### src/rtl/cache_fill_fsm.sv
// Block-fill controller: on a cache miss, streams one word read per cycle to main memory and steers returns into the data array.
// Issue starts the cycle after the miss is accepted; fill waits while memory_busy is high in IDLE; completion is counted purely in returned words.
module cache_fill_fsm #(
  parameter int ADDR_W          = 16,
  parameter int WORDS_PER_BLOCK = 8,
  parameter int OFF_W           = 3
) (
  input  logic              clk,
  input  logic              rst,
  input  logic              miss_detected,
  input  logic [ADDR_W-1:0] miss_address,
  input  logic              memory_busy,
  input  logic              memory_data_valid,
  output logic              fsm_busy,
  output logic              mem_enable,
  output logic [ADDR_W-1:0] memory_address,
  output logic              write_data_array,
  output logic [OFF_W-1:0]  word_offset,
  output logic              write_tag_array
);

  typedef enum logic {
    IDLE = 1'b0,
    FILL = 1'b1
  } state_t;

  localparam logic [ADDR_W-1:0] ALIGN_MASK = ~(ADDR_W'(2 * WORDS_PER_BLOCK - 1));
  localparam logic [OFF_W:0]    WPB_CNT    = (OFF_W + 1)'(WORDS_PER_BLOCK);
  localparam logic [OFF_W-1:0]  LAST_RET   = OFF_W'(WORDS_PER_BLOCK - 1);

  state_t             r_state;
  logic [ADDR_W-1:0]  r_base;
  logic [OFF_W:0]     r_issue_cnt;
  logic [OFF_W-1:0]   r_ret_cnt;
  logic               r_fsm_busy;
  logic               r_mem_enable;
  logic [ADDR_W-1:0]  r_memory_address;

  logic [ADDR_W-1:0]  w_miss_base;
  logic [OFF_W:0]     w_issue_nxt;
  logic [ADDR_W-1:0]  w_issue_off;
  logic               w_issue_more;
  logic               w_ret;
  logic               w_last_ret;

  assign w_miss_base  = miss_address & ALIGN_MASK;
  assign w_issue_nxt  = r_issue_cnt + (OFF_W + 1)'(1);
  assign w_issue_off  = ADDR_W'({w_issue_nxt, 1'b0});
  assign w_issue_more = (w_issue_nxt < WPB_CNT);

  // Returns only count while a fill is live; strays after reset or in IDLE are dropped.
  assign w_ret      = (r_state == FILL) && memory_data_valid;
  assign w_last_ret = w_ret && (r_ret_cnt == LAST_RET);

  assign write_data_array = w_ret;
  assign word_offset      = w_ret ? r_ret_cnt : '0;
  assign write_tag_array  = w_last_ret;

  assign fsm_busy       = r_fsm_busy;
  assign mem_enable     = r_mem_enable;
  assign memory_address = r_memory_address;

  always_ff @(posedge clk) begin
    if (rst) begin
      r_state          <= IDLE;
      r_base           <= '0;
      r_issue_cnt      <= '0;
      r_ret_cnt        <= '0;
      r_fsm_busy       <= 1'b0;
      r_mem_enable     <= 1'b0;
      r_memory_address <= '0;
    end else begin
      case (r_state)
        IDLE: begin
          if (miss_detected && !memory_busy) begin
            r_state          <= FILL;
            r_base           <= w_miss_base;
            r_issue_cnt      <= '0;
            r_ret_cnt        <= '0;
            r_fsm_busy       <= 1'b1;
            r_mem_enable     <= 1'b1;
            r_memory_address <= w_miss_base;
          end
        end
        FILL: begin
          // Output regs hold the next cycle's issue so mem_enable/address come straight from flops.
          if (r_mem_enable) begin
            r_issue_cnt      <= w_issue_nxt;
            r_mem_enable     <= w_issue_more;
            r_memory_address <= w_issue_more ? (r_base + w_issue_off) : '0;
          end
          if (w_ret) begin
            r_ret_cnt <= r_ret_cnt + OFF_W'(1);
          end
          if (w_last_ret) begin
            r_state          <= IDLE;
            r_issue_cnt      <= '0;
            r_ret_cnt        <= '0;
            r_fsm_busy       <= 1'b0;
            r_mem_enable     <= 1'b0;
            r_memory_address <= '0;
          end
        end
        default: begin
          r_state <= IDLE;
        end
      endcase
    end
  end

endmodule

### config.mk
export PLATFORM = sky130hd
export DESIGN_NAME = cache_fill_fsm
export DESIGN_NICKNAME = d
export VERILOG_FILES = /design/src/rtl/cache_fill_fsm.sv
export SDC_FILE = /design/constraint.sdc
export NUM_CORES = 1
export LEC_CHECK = 0
export ABC_AREA = 1
export CAP_MARGIN = 20
export CORE_MARGIN = 3
export CORE_UTILIZATION = 48
export CTS_BUF_LIST = sky130_fd_sc_hd__clkbuf_16
export CTS_CLUSTER_DIAMETER = 100
export CTS_CLUSTER_SIZE = 10
export DETAILED_ROUTE_END_ITERATION = 7
export GPL_ROUTABILITY_DRIVEN = 0
export MAX_ROUTING_LAYER = met4
export PLACE_DENSITY = 0.83
export SLEW_MARGIN = 0
export SYNTH_ARGS = -nofsm -noshare
export SYNTH_HDL_FRONTEND = slang
export SYNTH_SLANG_ARGS = --single-unit
### constraint.sdc
create_clock -name clk -period 1.9 [get_ports clk]
set_clock_uncertainty 0.1 [all_clocks]
set_input_delay 0.285 -clock clk [delete_from_list [all_inputs] [get_ports clk]]
set_output_delay 0.285 -clock clk [all_outputs]
set_load 0.05 [all_outputs]
=== Yosys cells after proc, flatten, opt, wreduce, memory -nomap -nowiden ===
Cells that the tools add are included.

* Register bits after elaboration: 38
* Bits of input ports: 21
* Output and inout port bits: 23
* Logic and storage cells: 48

* Add/sub/neg operators: 3
* $lt $le $gt $ge: 1
* Eq/ne operators: 5
* Muxes and demuxes: 23
* Bitwise operators: 1
* Reduce and logical (&&, ||, !) cells: 8

{| class="wikitable"
|+ Operators by type and width
! cell !! number
|-
| 16-bit two-way mux || 4
|-
| 16-bit one-hot mux with 2 select lines || 1
|-
| 16-bit by 5-bit adder with 16-bit output || 1
|-
| 3-bit two-way mux || 4
|-
| 4-bit two-way mux || 3
|-
| 4-bit one-hot mux with 2 select lines || 1
|-
| 2-bit AND reduction || 4
|-
| 1-bit two-way mux || 6
|-
| 3-bit by 2-bit != test with 1-bit output, second input constant || 2
|-
| 1-bit one-hot mux with 2 select lines || 3
|-
| 3-bit one-hot mux with 2 select lines || 1
|-
| 4-bit by 1-bit adder with 4-bit output, second input constant || 1
|-
| 4-bit less-than comparator, second input constant || 1
|-
| 2-bit != test, second input constant || 2
|-
| 3-bit by 1-bit adder with 3-bit output, second input constant || 1
|-
| 3-bit == test, second input constant || 1
|-
| 1-bit logical AND || 3
|-
| 1-bit zero test || 1
|-
| 1-bit NOT || 1
|}

=== Depth between registers and ports, before layout ===
* Word-level depth: 6
* Mapped depth: 10
* Depth with buffers taken out: 9

=== Worst setup path before layout ===
OpenSTA, ideal clock, no wires.

* Kind: reg-to-reg
* Start: register r_ret_cnt[0]
* End: register r_memory_address[10] (netlist: memory_address[10])
* Setup time: 0.120 ns
* Data arrival time: 1.472 ns
* Setup slack: 0.208 ns
* Stages on the path, launching flop included: 11
* Buffers on the path: 1
* Clock period less this slack: 1.692 ns
* Cell sequence: dfxtp_1 ha_1 ha_1 inv_1 nor2_8 inv_4 nand3_4 inv_6 buf_8 a21oi_2 a21oi_1

* Word-level cells in the longest chain between the ends: 4
* Elaborated cells between the ends (all ways): 6
* Classes of those cells: eq/ne (2); mux (2); reduce/logical (2)

{| class="wikitable"
|+ Ends and longest elaborated chain
! element !! RTL line !! source
|-
| from (decl) || 34 || <nowiki>logic [OFF_W-1:0] r_ret_cnt;</nowiki>
|-
| from (signal assigned) || 93 || <nowiki>r_ret_cnt <= r_ret_cnt + OFF_W'(1);</nowiki>
|-
| 3-bit == test * || 53 || <nowiki>assign w_last_ret = w_ret && (r_ret_cnt == LAST_RET);</nowiki>
|-
| 1-bit logical AND * || 53 ||
|-
| net write_tag_array || 19 || <nowiki>output logic write_tag_array</nowiki>
|-
| 16-bit two-way mux or 3-bit by 2-bit != test with 1-bit output (tied branches) || - ||
|-
| 16-bit one-hot mux with 2 select lines or 2-bit AND reduction (tied branches) || - ||
|-
| to (signal assigned) || 82 || <nowiki>r_memory_address <= w_miss_base;</nowiki>
|-
| to (signal assigned) || 90 || <nowiki>r_memory_address <= w_issue_more ? (r_base + w_issue_off) : '0;</nowiki>
|-
| to (decl) || 37 || <nowiki>logic [ADDR_W-1:0] r_memory_address;</nowiki>
|}

The timed path passes the listed nets; every way through them passes the cells marked *.
A chain may end at the register's enable or synchronous reset.

=== Worst setup path in the final report ===
* Start: register r_memory_address[2] (netlist: memory_address[2])
* End: output port memory_address[2]

{| class="wikitable"
|+ RTL lines
! element !! RTL line !! source
|-
| to (decl) || 16 || <nowiki>output logic [ADDR_W-1:0] memory_address,</nowiki>
|}

No word-level cell between the ends.

==> flow_summary.toml <==
[outcome]
status = "finished clean"

[pwr]
p_int_mw = 1.43
worst_ir_drop_vdd_uv = 565
combinationalPowerShare_pct = 18.9
p_clk_share_pct = 38.0
p_sw_mw = 0.555
swShare_pct = 28.0
power_density_nw_per_um2 = 852
seqPwrFrac_pct = 43.1
p_leak_nw = 0.910

[logic_synthesis]
syn_area_um2 = 1720
ys_ff_latch = 37
yosysSeqAreaShare_pct = 43.0
synthCells = 225
ys_types = 30
synthAdderAreaFrac_pct = 2.18
synth_top_family_by_area = "simple AND/OR/NAND/NOR gates"
yosys.area_share.simple_pct = 24.6
synth_xor_area_share_pct = 0.509
synthMuxAreaShare_pct = 0
synth.avg_cell_area_um2 = 7.65
synth-compound-area-share_pct = 20.2
syn_nets = 249
yosysWarningCount = 0

[timing]
maxSlewHeadroom_pct = 66.6
fin_hold_ws_ns = 0.358
maxClockFrequency_mhz = 550
hold_viol_final = 0
worst_pin_slew_ns = 0.500
rsz0062_at_grt = "no"
fin_crit_ns = 1.82
slew_viol_final = 0
setup_viol = 0
finalSetupTns_ns = 0
post-route-period-util_pct = 95.7

[clocking]
clock_sinks = 37
cts_max_level = 2
clk_pin_slew_ns = 0.05
root_buffer = "clkbuf_16"
cts_hold_buf = 0
cts_made_buffers = 5
insertion_delay_ns = 0.28
cts.path.max_buffers = 2
tritoncts = "yes"

[die]
start_util_pct = 50.8
die_area_um2 = 4340
fp-row-count = 21
core_um2 = 3390
fp.dieH_um = 65.9
die_w_um = 65.9
io_pins = 44

[route]
drt_pre_antenna_iters = 4
vias = 1631
dr.first_iter.drc_count = 106
wl_per_cell_um = 12.8
vias_per_cell = 5.18
post-route-drc-count = 0
drtAntennaViolNets = 0
wirelength_um = 4030

[min_path]
min_from = "memory_address[3]$_SDFFE_PP0P_"
worstHoldPathType = "reg -> reg"
whs_path_depth = 2

[setup_path]
critPathKind = "reg -> out"
max_stage_delay_ns = 0.81
required_ns = 1.51
critPathBufInv = 1
end_kind = "primary output"
cp_top_family = "buffers and inverters"
worstSetupStartpoint = "memory_address[2]$_SDFFE_PP0P_"
cp_cell_sequence = "clkdlybuf4s50_1"
crit_cells = 1
r2r-start = "r_ret_cnt[0]$_SDFFE_PP0P_"
path_max_fanout = 2
cpMaxStageDelayCell = "clkdlybuf4s50_1"
reg2reg_depth = 9
worst_setup_path_start_kind = "flip-flop"
critPathArrivalTime_ns = 1.43

[placement]
dp.cells = 307
hpwl_um = 2790
dpl-instance-area_um2 = 2190
port_buffers = 38

[final_layout]
drive_gt1_share_pct = 14.1
fin_cells = 315
area_growth_pct = 35.5
register_area_um2 = 741
final_net_count = 293
diodes = 0
fin_area_um2 = 2330
multiInputGateArea_um2 = 828
final_util_pct = 68.8
n_fill_cell = 259

[global_routing]
overflow = 0
grt_util_all_layers_pct = 20.6
antenna_found_initial = 0
grt_start_max_net_pins = 20
grt_pass1_vias = 1540
grt_pass1_wl_um = 6710

[run]
maxCapViolCount = 0
-- cells in the final DEF (no fill, tap or decap), drive strengths merged --
cell,count
nor2,18
dfxtp,37
a211oi,4
o21ai,15
clkinv,1
conb,1
xor2,1
inv,23
clkdlybuf4s50,28
buf,17
nand3,13
nand2,50
a31oi,1
clkbuf,5
ha,3
nand4,4
nor3,3
a21oi,45
-- cell usage after synthesis (all sizes together) --
| master | count | area share (%) |
|---|---|---|
| clkbuf | 4 | 1.5 |
| conb | 1 | 0.22 |
| o21ai | 15 | 4.4 |
| nor2 | 17 | 5.5 |
| nand2 | 50 | 11 |
| nand4 | 4 | 1.5 |
| nor3 | 3 | 1.8 |
| xor2 | 1 | 0.51 |
| a21oi | 45 | 14 |
| a211oi | 4 | 1.7 |
| buf | 5 | 2.5 |
| inv | 22 | 5.2 |
| nand3 | 13 | 4.5 |
| dfxtp | 37 | 43 |
| a31oi | 1 | 0.36 |
| ha | 3 | 2.2 |
-- registers in the layout, indices dropped and copies added (netlist names) --
register / count
fsm_busy: 1
mem_enable: 1
r_state: 1
r_issue_cnt: 4
r_base: 12
memory_address: 15
r_ret_cnt: 3
-- power by group through the flow --
stage	Sequential [mW]	Combinational (mW)	Clock, mW
final	0.857	0.375	0.754
after global routing	0.863	0.404	0.791
after CTS	0.856	0.373	0.768
after detailed placement	0.872	0.370	0
after global placement	0.871	0.367	0
after floorplan	0.964	0.146	0
-- final timing paths --
check	end	slack [ns]
setup / recovery	memory_address[2]	0.08
hold / removal	memory_address[3]$_SDFFE_PP0P_	0.36
setup reg to reg	memory_address[9]$_SDFFE_PP0P_	0.15
hold reg to reg	memory_address[3]$_SDFFE_PP0P_	0.36
-- area by class of cell --
type                            count  area share [%]
Timing Repair Buffer               45            20.7
Multi-Input combinational cell    158            35.5
Sequential cell                    37            31.8
Clock buffer                        5            5.36
Tap cell                           46            2.47
Inverter                           22            3.86
Clock inverter                      2           0.322
-- routing by layer --
metal,vias up,share of wire (%),global-route usage [%]
met4,0,1.4,8.03
met5,-,0,-
met2,42,47,33.5
met1,745,46,24.3
met3,7,5.5,5.10
li1,837,-,-
-- logic make-up (layout without fill, tap and decap cells) --
group | count (synthesis) | count (layout)
simple gates | 87 | 88
compound gates | 65 | 65
flops | 37 | 37
buf+inv | 31 | 74
fa+ha+maj | 3 | 3
other cells | 1 | 1
xor+xnor | 1 | 1
-- what timing repair did --
item                                    in CTS  in global routing
endpoints found under the setup margin       0                  2
resized for setup                            0                  1
buffers inserted                             0                  0
-- stage by stage --
step | worst slack, ns | power (mW)
floorplan | 0.208 | 1.11
global placement | 0.127 | 1.24
detailed placement | 0.113 | 1.24
CTS | 0.0672 | 2.00
global route | 0.0549 | 2.06
finish | 0.0823 | 1.99
(Power assumes the default switching activity.)
